$ cat src/rtl/lb_baud_pkg.sv
// lb_baud_pkg: widths and oversample-ratio constants shared by the baud tick
// generator and the UART RX/TX blocks.
package lb_baud_pkg;

    localparam int unsigned LB_PRESCALE_W = 20;
    localparam int unsigned LB_OVS_W      = 5;
    localparam int unsigned LB_FRAC_W     = 8;
    localparam int unsigned LB_OVS_16X    = 15;
    localparam int unsigned LB_OVS_8X     = 7;

    typedef logic [LB_PRESCALE_W-1:0] lb_prescale_t;
    typedef logic [LB_OVS_W-1:0]      lb_ovs_t;
    typedef logic [LB_FRAC_W-1:0]     lb_frac_t;

    // Common register-file encodings of the oversample ratio (ratio-1).
    typedef enum logic [LB_OVS_W-1:0] {
        LB_RATIO_8X  = LB_OVS_W'(LB_OVS_8X),
        LB_RATIO_16X = LB_OVS_W'(LB_OVS_16X)
    } lb_ovs_ratio_e;

endpackage

$ cat src/rtl/lb_prescale_div.sv
// lb_prescale_div: loadable compare-and-wrap divider. The period is pre_reg+1 clk,
// or pre_reg+2 clk while i_extend is high; o_wrap marks the edge that ends a period.
module lb_prescale_div
    import lb_baud_pkg::*;
#(
    parameter int unsigned           PRESCALE_W   = LB_PRESCALE_W,
    parameter logic [PRESCALE_W-1:0] DEF_PRESCALE = '0
) (
    input  logic                  clk,
    input  logic                  reset,
    input  logic                  i_load,
    input  logic                  i_en,
    input  logic                  i_extend,
    input  logic [PRESCALE_W-1:0] i_prescale,
    output logic                  o_wrap,
    output logic                  o_tick
);

    logic [PRESCALE_W-1:0] r_pre_reg;
    // One spare bit so an extended period at maximum prescale still reaches its compare value.
    logic [PRESCALE_W:0]   r_pre_cnt;
    logic                  r_tick;
    logic [PRESCALE_W:0]   w_limit;
    logic                  w_match;

    assign w_limit = {1'b0, r_pre_reg} + {{PRESCALE_W{1'b0}}, i_extend};
    assign w_match = (r_pre_cnt == w_limit);
    assign o_wrap  = i_en & ~i_load & w_match;
    assign o_tick  = r_tick;

    always_ff @(posedge clk or posedge reset) begin
        if (reset) begin
            r_pre_reg <= DEF_PRESCALE;
            r_pre_cnt <= '0;
            r_tick    <= 1'b0;
        end else if (i_load) begin
            r_pre_reg <= i_prescale;
            r_pre_cnt <= '0;
            r_tick    <= 1'b0;
        end else if (i_en) begin
            if (w_match) begin
                r_pre_cnt <= '0;
                r_tick    <= 1'b1;
            end else begin
                r_pre_cnt <= r_pre_cnt + (PRESCALE_W+1)'(1);
                r_tick    <= 1'b0;
            end
        end else begin
            r_tick <= 1'b0;
        end
    end

endmodule

$ cat src/rtl/lb_baud_tick_gen.sv
// lb_baud_tick_gen: oversample tick, mid-bit and end-of-baud pulse generator.
// Optional fractional divisor enabled by macro LB_BAUD_FRAC_EN.
module lb_baud_tick_gen
    import lb_baud_pkg::*;
#(
    parameter int unsigned           PRESCALE_W   = LB_PRESCALE_W,
    parameter int unsigned           OVS_W        = LB_OVS_W,
    parameter logic [PRESCALE_W-1:0] DEF_PRESCALE = '0,
    parameter logic [OVS_W-1:0]      DEF_OVS      = OVS_W'(LB_OVS_16X)
`ifdef LB_BAUD_FRAC_EN
    ,
    parameter int unsigned           FRAC_W       = LB_FRAC_W
`endif
) (
    input  logic                  clk,
    input  logic                  reset,
    input  logic [PRESCALE_W-1:0] prescale,
    input  logic [OVS_W-1:0]      ovs,
`ifdef LB_BAUD_FRAC_EN
    input  logic [FRAC_W-1:0]     frac,
`endif
    input  logic                  cs,
    input  logic                  load,
    output logic                  tick,
    output logic                  mid_sample,
    output logic                  baud_done,
    output logic [OVS_W-1:0]      ovs_cnt
);

    logic             w_wrap;
    logic             w_extend;
    logic [OVS_W-1:0] r_ovs_reg;
    logic [OVS_W-1:0] r_ovs_cnt;
    logic             r_mid;
    logic             r_done;

    lb_prescale_div #(
        .PRESCALE_W   (PRESCALE_W),
        .DEF_PRESCALE (DEF_PRESCALE)
    ) u_prescale_div (
        .clk        (clk),
        .reset      (reset),
        .i_load     (load),
        .i_en       (cs),
        .i_extend   (w_extend),
        .i_prescale (prescale),
        .o_wrap     (w_wrap),
        .o_tick     (tick)
    );

    // Oversample index within the baud period; decodes use the pre-increment count.
    always_ff @(posedge clk or posedge reset) begin
        if (reset) begin
            r_ovs_reg <= DEF_OVS;
            r_ovs_cnt <= '0;
            r_mid     <= 1'b0;
            r_done    <= 1'b0;
        end else if (load) begin
            r_ovs_reg <= ovs;
            r_ovs_cnt <= '0;
            r_mid     <= 1'b0;
            r_done    <= 1'b0;
        end else if (w_wrap) begin
            r_mid <= (r_ovs_cnt == (r_ovs_reg >> 1));
            if (r_ovs_cnt == r_ovs_reg) begin
                r_ovs_cnt <= '0;
                r_done    <= 1'b1;
            end else begin
                r_ovs_cnt <= r_ovs_cnt + OVS_W'(1);
                r_done    <= 1'b0;
            end
        end else begin
            r_mid  <= 1'b0;
            r_done <= 1'b0;
        end
    end

    assign mid_sample = r_mid;
    assign baud_done  = r_done;
    assign ovs_cnt    = r_ovs_cnt;

`ifdef LB_BAUD_FRAC_EN
    logic [FRAC_W-1:0] r_frac_reg;
    logic [FRAC_W-1:0] r_acc;
    logic              r_extend;
    logic [FRAC_W:0]   w_acc_sum;

    assign w_acc_sum = {1'b0, r_acc} + {1'b0, r_frac_reg};

    // A carry out of the accumulator stretches the following oversample period by one clk.
    always_ff @(posedge clk or posedge reset) begin
        if (reset) begin
            r_frac_reg <= '0;
            r_acc      <= '0;
            r_extend   <= 1'b0;
        end else if (load) begin
            r_frac_reg <= frac;
            r_acc      <= '0;
            r_extend   <= 1'b0;
        end else if (w_wrap) begin
            r_acc      <= w_acc_sum[FRAC_W-1:0];
            r_extend   <= w_acc_sum[FRAC_W];
        end
    end

    assign w_extend = r_extend;
`else
    assign w_extend = 1'b0;
`endif

endmodule

$ cat config.mk
export PLATFORM = sky130hd
export DESIGN_NAME = lb_baud_tick_gen
export DESIGN_NICKNAME = d
export VERILOG_FILES = /design/src/rtl/lb_baud_pkg.sv /design/src/rtl/lb_prescale_div.sv /design/src/rtl/lb_baud_tick_gen.sv
export SDC_FILE = /design/constraint.sdc
export NUM_CORES = 1
export LEC_CHECK = 0
export BUFFER_PORTS_ARGS = -buffer_cell sky130_fd_sc_hd__buf_2
export CORE_ASPECT_RATIO = 1.1
export CORE_MARGIN = 2
export CORE_UTILIZATION = 59
export DETAILED_ROUTE_END_ITERATION = 10
export MAX_ROUTING_LAYER = met4
export PLACE_DENSITY_LB_ADDON = 0.25
export SYNTH_ARGS = -nofsm -noshare
export SYNTH_HDL_FRONTEND = slang
export SYNTH_HIERARCHICAL = 1
export SYNTH_SLANG_ARGS = --single-unit
$ cat constraint.sdc
create_clock -name clk -period 3.61 [get_ports clk]
set_input_delay 0.5415 -clock clk [delete_from_list [all_inputs] [get_ports clk]]
set_output_delay 0.5415 -clock clk [all_outputs]
set_load 0.01 [all_outputs]
== After elaboration in Yosys (flattened, before gate mapping) ==
Index checks and enable logic that the tools add are counted.
Operators by class
  mux-type cells: 14
  equal/unequal tests: 3
  reduce and logical (&&, ||, !) cells: 2
  bitwise logic cells: 3
  $add $sub $neg: 2
Operator list (count)
  $mux W21: 3
  $add A21 B1 Y21 const B: 1
  $eq A21 B20 Y1: 1
  $mux W5: 3
  $mux W1: 8
  $add A5 B1 Y5 const B: 1
  $eq A5 B4 Y1: 1
  $eq A5 B5 Y1: 1
  $reduce_bool A2 Y1: 2
  $and A1 B1 Y1: 2
  $not A1 Y1: 1
Word-level totals
  register bits: 54
  output and inout port bits: 8
  logic and storage cells: 31

== Longest topological paths before layout ==
Gate-level depths: netlist of the first run.
  depth after elaboration: 5
  gate-level depth with buffers: 15
  gate-level depth less buffers: 12

== Cells and area by module ==
Netlist of the first run, hierarchy kept.
By module, submodules not included
  lb_prescale_div: cells an instance 311, seq. area each 1051.0 um2, instances 1, area each 2850.2 um2
  lb_baud_tick_gen: cells an instance 56, seq. area each 305.3 um2, instances 1, area each 641.9 um2

== Worst setup path after synthesis of the first run ==
No wires, ideal clock.
  path kind: flip-flop to flip-flop
  start: reg u_prescale_div.r_pre_reg[1]
  end: reg r_ovs_cnt[3], in the netlist ovs_cnt[3]
  data required time: 3.511 ns
  path slack: 0.465 ns
  arrival time: 3.046 ns
  cell stages (with the launch flop): 14
  library setup time: 0.099 ns
  path through: dfrtp_1 > ha_1 > xnor2_1 > o211ai_1 > a211oi_1 > nand4_1 > or4_1 > buf_6 > nor3_4 > nor3b_1 > buf_2 > nand4_1 > xor2_1 > a311oi_1
On the way
  word-level cells in the longest chain between the ends: 3
RTL lines
  start, declared: line lb_prescale_div.sv:19  | logic [PRESCALE_W-1:0] r_pre_reg;
  start signal, assigned: line lb_prescale_div.sv:37  | r_pre_reg <= i_prescale;
  $eq A21 B20 Y1: line lb_prescale_div.sv:27  | assign w_match = (r_pre_cnt == w_limit);
  $and A1 B1 Y1: line lb_prescale_div.sv:28  | assign o_wrap = i_en & ~i_load & w_match;
  named net w_wrap: line lb_baud_tick_gen.sv:30  | logic w_wrap;
  $reduce_bool A2 Y1 (no line)
  end signal, assigned: line lb_baud_tick_gen.sv:69  | r_ovs_cnt <= r_ovs_cnt + OVS_W'(1);
  end, declared: line lb_baud_tick_gen.sv:33  | logic [OVS_W-1:0] r_ovs_cnt;
The timed path passes the listed nets, and every way through them passes these cells.
A chain may end at the register's enable or synchronous reset.

== Worst setup path after layout of the first run ==
  start: reg u_prescale_div.r_pre_reg[1]
  end: reg r_ovs_cnt[4], in the netlist ovs_cnt[4]
Same word-level chain as after synthesis.

==> flow_summary.toml, run 1 <==
[placement]
finalWeightedCongestion = 0.849
place_ws_ns = 0.436
io_buffers = 36
place_hpwl_mm = 5.31
placed_area_mm2 = 0.00370

[logic_synthesis]
synth_top_cell_by_area = "dfrtp_1"
yosys_warnings = 6
synth_top_area_frac = 0.358
synth_area_per_cell_um2 = 9.52
yosys.area_share.simple = 0.214
ys_ff_latch = 54
synthCells = 367
yosysSeqAreaShare = 0.388
async_flop_share = 1.00
synthAdderAreaFrac = 0.0143
synthTopCellsByArea = "dfrtp_1 36%, mux2_2 7.7%, xnor2_1 7.3%"
yosysUniqueCellTypes = 53
syn-num-nets = 400
synth_enable_flop_cells = 0
synth_xor_xnor_area_share = 0.128
synthMuxAreaShare = 0.0831
ys.flop_type = "dfrtp_1"
synth_compound_area_frac = 0.123
synth_area_mm2 = 0.00349
synth_top_family_by_area = "simple AND/OR/NAND/NOR gates"

[floorplanning]
io_pins = 37
die_h_um = 84.7
die_x_um = 77.4
num_rows = 29
start_util = 0.609
fp.dieArea_mm2 = 0.00655
core_mm2 = 0.00573

[setup_path]
cp_cell_sequence = "ha_1, xnor2_1, o211ai_1, a211oi_1, nand4_1, or4_1, nor3_4, nor3b_1, buf_4, nand4_1, xor2_1, a311oi_1"
crit_fanout = 12
path_buf_inv = 1
worstReg2RegEnd = "ovs_cnt[4]$_DFFE_PP0P_"
critPathLaunchType = "flip-flop"
worst_r2r_path_depth = 12
cp_slowest_cell = "or4_1"
worstSetupPathType = "reg -> reg"
path_depth = 12
critPathTopFamily = "simple AND/OR/NAND/NOR gates"
startpoint = "u_prescale_div/r_pre_reg[1]$_DFFE_PP0P_"
r2r_start = "u_prescale_div/r_pre_reg[1]$_DFFE_PP0P_"
crit_required_ns = 3.82
endpoint = "ovs_cnt[4]$_DFFE_PP0P_"
cpPeakStageDelay_ns = 0.56
critPathCaptureType = "flip-flop"
cp_common_cell = "nand4_1"
crit_arrival_ns = 3.43
reg2reg_setup_slack_ns = 0.39

[clock_tree]
clock-sinks = 54
cts_resized = 0
post_cts_buffers = 0
cts_tree = "done"
cts_max_level = 2
cts_root_buf = "clkbuf_8"
clockBufferDepth = 2
clkTransAtPathRegs_ns = 0.11
numCtsBuffers = 5
cts_hold_buf = 0
clock_latency_ns = 0.31

[routing]
drt_first_pass_iters = 4
wl_per_cell_um = 16.1
ant_nets = 0
drc_errors = 0
vias_per_cell = 6.00
vias = 2821
drt_iter0_markers = 226
wirelength_mm = 7.57

[outcome]
status = "finished clean"

[global_routing]
overflow = 0
grt_use_met3 = 0.0398
grt_busiest_layer = "met2"
grt_max_degree = 43
grt_pass1_wl_mm = 12.8
grt_pass1_vias = 2757
grt_usage = 0.248
use_met2 = 0.403
antenna_found_initial = 0
gr-usage-met1 = 0.321

[power_and_ir_drop]
internal_power_mw = 0.997
pwr-share-clk = 0.361
p_sw_mw = 0.345
ir_drop_uv = 205
combPwrFrac = 0.131
power_mw = 1.34
power_density_mw_per_mm2 = 350
leakage_nw = 1.52
netSwitchingFraction = 0.257
p_seq_frac = 0.509

[sta]
tightest_slew_ns = 0.646
final.setup.tns_ns = 0
rsz0062_at_grt = "no"
slew_headroom = 0.565
finalCritPeriodShare = 0.892
layout_min_cycle_time_ns = 3.22
fmax_mhz = 311
report.final.setup_viol = 0
fin_worst_skew_ns = 0.0119
hold_viol = 0
timing.final.ws_setup_ns = 0.391
finalMaxSlewViolations = 0

[cells_and_area]
most-common-layout-cells = "50 x dfrtp_1, 36 x buf_2, 35 x nand2_1"
largest_reg_flops = 21
antenna_cells_inserted = 0
area_delta_synth_final_pct = 9.82
final_common_cell = "dfrtp_1"
drive_gt1_frac = 0.219
final_nets = 425
fin_area_mm2 = 0.00383
fillers = 477

[worst_hold_path]
min_path_type = "in -> async"

[job]
drv_cap = 0
-- layer usage --
layer  vias up  routed length, µm  share of wire
li1       1382                  -              -
met1      1357               3440           0.45
met2        70               3690           0.49
met3        12                346          0.046
met4         0                 95          0.013
met5         -                  0              0
-- power groups by stage --
stage / registers, mW / clock network (mW) / logic, mW
2_1_floorplan: 0.674 / 0 / 0.146
3_3_place_gp: 0.692 / 0 / 0.168
3_5_place_dp: 0.694 / 0 / 0.173
4_1_cts: 0.683 / 0.492 / 0.174
5_1_grt: 0.689 / 0.519 / 0.196
6_report: 0.683 / 0.484 / 0.175
-- how the worst min path moves through the flow --
stage / from / cells past startpoint / to
2_1_floorplan: reset / 1 / baud_done$_DFF_PP0_
3_3_place_gp: u_prescale_div/r_pre_reg[0]$_DFFE_PP0P_ / 1 / u_prescale_div/r_pre_reg[0]$_DFFE_PP0P_
3_5_place_dp: u_prescale_div/r_pre_reg[0]$_DFFE_PP0P_ / 1 / u_prescale_div/r_pre_reg[0]$_DFFE_PP0P_
4_1_cts: reset / 2 / ovs_cnt[4]$_DFFE_PP0P_
5_1_grt: reset / 2 / ovs_cnt[3]$_DFFE_PP0P_
6_report: reset / 2 / ovs_cnt[4]$_DFFE_PP0P_
-- cells in the mapped netlist (2+ instances only) --
| master | number |
|---|---|
| a21o_1 | 2 |
| nand3_1 | 13 |
| o32ai_1 | 6 |
| nor2_1 | 9 |
| or3_1 | 4 |
| nand4_1 | 14 |
| dfrtp_1 | 50 |
| and2_1 | 2 |
| buf_6 | 2 |
| or4_1 | 2 |
| nand3b_1 | 2 |
| mux2i_1 | 2 |
| a311oi_1 | 3 |
| inv_1 | 11 |
| o21ai_0 | 7 |
| nand2_1 | 35 |
| nor2b_1 | 5 |
| o31ai_1 | 10 |
| buf_2 | 12 |
| and3_1 | 5 |
| dfstp_2 | 4 |
| mux2_2 | 24 |
| a211oi_1 | 13 |
| clkbuf_1 | 10 |
| ha_1 | 4 |
| nand4b_1 | 2 |
| xor2_1 | 22 |
| xnor2_1 | 29 |
| a21oi_1 | 12 |
| nor4_1 | 10 |
| nor3b_1 | 4 |
| nor3_1 | 11 |
| o22ai_1 | 2 |
| nand2b_1 | 5 |
-- cell families after synthesis --
kind of cell	count (synthesis)
flops	54
buf+inv	37
fa+ha+maj	4
other cells	1
xor+xnor	51
mux	26
compound gates	61
simple gates	133
-- final cells by class --
cell class,count,area (µm²),share of cell area
multi-input cells,276,1970,0.513
repair buffers,43,233,0.0607
flip-flops and latches,54,1360,0.354
clock inverters,3,68.8,0.0179
well taps,77,96.3,0.0251
inverters,12,45.0,0.0117
clock buffers,5,68.8,0.0179
-- stage by stage --
stage,cells,hold slack [ns],utilization
floorplan,367,0.403,-
global placement,462,0.495,0.645
detailed placement,462,0.507,0.645
CTS,470,0.248,0.669
global route,470,0.259,0.669
finish,470,0.228,0.669
-- worst register-to-register path: cells and delay by family, from the launching register on --
kind / cells / cell delay, ns
AO/OA/AOI/OAI: 3 / 0.60
XOR/XNOR: 2 / 0.32
adder cells (fa/ha/maj): 1 / 0.32
buffers and inverters: 1 / 0.21
flip-flops: 1 / 0.43
AND/OR/NAND/NOR: 5 / 1.25
No activity file was read; power rests on OpenSTA's default activity.
==> run 2: changes to the inputs <==
--- a/config.mk
+++ b/config.mk
@@ -5,10 +5,11 @@
 export SDC_FILE = /design/constraint.sdc
 export NUM_CORES = 1
 export LEC_CHECK = 0
-export BUFFER_PORTS_ARGS = -buffer_cell sky130_fd_sc_hd__buf_2
+export BUFFER_PORTS_ARGS = -buffer_cell sky130_fd_sc_hd__clkbuf_2
 export CORE_ASPECT_RATIO = 1.1
 export CORE_MARGIN = 2
-export CORE_UTILIZATION = 59
+export CORE_UTILIZATION = 61
+export CTS_BUF_LIST = sky130_fd_sc_hd__clkbuf_4
 export DETAILED_ROUTE_END_ITERATION = 10
 export MAX_ROUTING_LAYER = met4
 export PLACE_DENSITY_LB_ADDON = 0.25
==> run 2 against run 1 <==
- first-iteration DRC count fell by 40%
- clock skew fell by 0.0042 ns
- flip-flop and latch count unchanged
- hold slack got worse by 0.092 ns
- non-clock buffer count down 1
- sequential share of layout area up 0.89 points
- via count rose by 1.3%
- die area decreased by 3.1%
- largest cell class unchanged
- highest routed layer unchanged
==> flow_summary.toml, run 2 (synthesized netlist as in run 1, its figures left out) <==
[cells_and_area]
multi_input_area_mm2 = 0.00197
final_common_cell = "dfrtp_1"
most-common-layout-cells = "50 x dfrtp_1, 36 x clkbuf_2, 35 x nand2_1"
fillers = 444
area_delta_synth_final_pct = 7.13
largest_reg_flops = 21
final_nets = 424
seqCellArea_mm2 = 0.00136
fin_area_mm2 = 0.00374
antenna_cells_inserted = 0
drive_gt1_frac = 0.214

[power_and_ir_drop]
power_density_mw_per_mm2 = 300
power_mw = 1.12
ir_drop_uv = 205
leakage_nw = 1.48

[routing]
vias_per_cell = 6.12
drt_iter0_markers = 135
drc_errors = 0
wl_per_cell_um = 15.9
drt_first_pass_iters = 4
wirelength_mm = 7.41
ant_nets = 0
vias = 2857

[clock_tree]
cts_root_buf = "clkbuf_4"
cts_hold_buf = 0
clock-sinks = 54
clockBufferDepth = 2
post_cts_buffers = 0
clock_latency_ns = 0.37
cts_max_level = 2
cts_resized = 0
clkTransAtPathRegs_ns = 0.15
numCtsBuffers = 5
cts_tree = "done"

[placement]
io_buffers = 36
finalWeightedCongestion = 0.837
place_hpwl_mm = 5.25
placed_area_mm2 = 0.00369

[setup_path]
crit_required_ns = 3.90
critPathCaptureType = "flip-flop"
crit_fanout = 12
worstSetupPathType = "reg -> reg"
crit_arrival_ns = 3.46
critPathLaunchType = "flip-flop"

[sta]
report.final.setup_viol = 0
hold_viol = 0
finalCritPeriodShare = 0.878
layout_min_cycle_time_ns = 3.17
fmax_mhz = 315
tightest_slew_ns = 0.774
final.setup.tns_ns = 0
slew_headroom = 0.479
fin_worst_skew_ns = 0.00778
rsz0062_at_grt = "no"
finalMaxSlewViolations = 0

[floorplanning]
fp.dieArea_mm2 = 0.00635
start_util = 0.639
die_x_um = 76.1
die_h_um = 83.4
io_pins = 37
core_mm2 = 0.00547
num_rows = 28

[global_routing]
antenna_found_initial = 0
grt_pass1_wl_mm = 12.9
overflow = 0
grt_max_degree = 60
grt_usage = 0.251
grt_pass1_vias = 2749

[job]
drv_cap = 0

[outcome]
status = "finished clean"

[worst_hold_path]
min_path_type = "in -> async"
==> run 2: cell count changes in the layout (fill, tap and decap cells not counted), sizes merged <==
cell,change
buf,-37
clkbuf,+36
bufinv,-2
clkinvlp,+1
inv,+1
==> run 2: worst paths after layout <==
| kind | startpoint | end | slack (ns) | cells past startpoint |
|---|---|---|---|---|
| worst max-delay path | u_prescale_div/r_pre_reg[1]$_DFFE_PP0P_ | ovs_cnt[3]$_DFFE_PP0P_ | 0.44 | 12 |
| worst min-delay path | reset | ovs_cnt[1]$_DFFE_PP0P_ | 0.14 | 2 |
| worst max register to register | u_prescale_div/r_pre_reg[1]$_DFFE_PP0P_ | ovs_cnt[3]$_DFFE_PP0P_ | 0.44 | 12 |
| worst min register to register | u_prescale_div/r_pre_reg[0]$_DFFE_PP0P_ | u_prescale_div/r_pre_reg[0]$_DFFE_PP0P_ | 0.54 | 1 |
| max in group asynchronous | reset | u_prescale_div/r_pre_cnt[4]$_DFFE_PP0P_ | 2.97 | 3 |
| min in group clk | prescale[8] | u_prescale_div/r_pre_reg[8]$_DFFE_PP0P_ | 0.36 | 3 |
==> run 2: worst max-delay path, cell delays in order (launching register included) <==
cell and delay [ns]:
dfrtp_1 0.45, ha_1 0.32, xnor2_1 0.15, o211ai_1 0.12, a211oi_1 0.21, nand4_1 0.11
or4_1 0.57, nor3_4 0.22, nor3b_1 0.22, buf_4 0.21, nand4_1 0.12, xor2_1 0.17
a311oi_1 0.24
==> run 2: through the flow <==
| stage | setup slack [ns] | utilization | std cells | hold slack, ns |
|---|---|---|---|---|
| floorplan | 0.465 | - | 367 | 0.403 |
| global placement | 0.579 | 0.675 | 459 | 0.494 |
| detailed placement | 0.480 | 0.675 | 459 | 0.505 |
| CTS | 0.435 | 0.685 | 467 | 0.143 |
| global route | 0.182 | 0.685 | 467 | 0.149 |
| finish | 0.439 | 0.685 | 467 | 0.136 |
==> run 2: layout make-up <==
cell class              count  share of cell area
clock buffers               5              0.0100
repair buffers             42              0.0602
clock inverters             3             0.00435
flip-flops and latches     54               0.363
well taps                  75              0.0251
multi-input cells         276               0.526
inverters                  12              0.0120
==> run 2: power breakdown <==
group | internal (mW) | switching [mW]
Clock | 0.0730 | 0.191
Combinational | 0.0809 | 0.0927
Sequential | 0.638 | 0.0460
Total | 0.792 | 0.330
==> run 2: per-layer routing <==
layer  global-route usage  routed length, µm
met5                    -                  0
met4               0.0678                 91
met3               0.0391                380
met2                0.394               3580
met1                0.343               3360
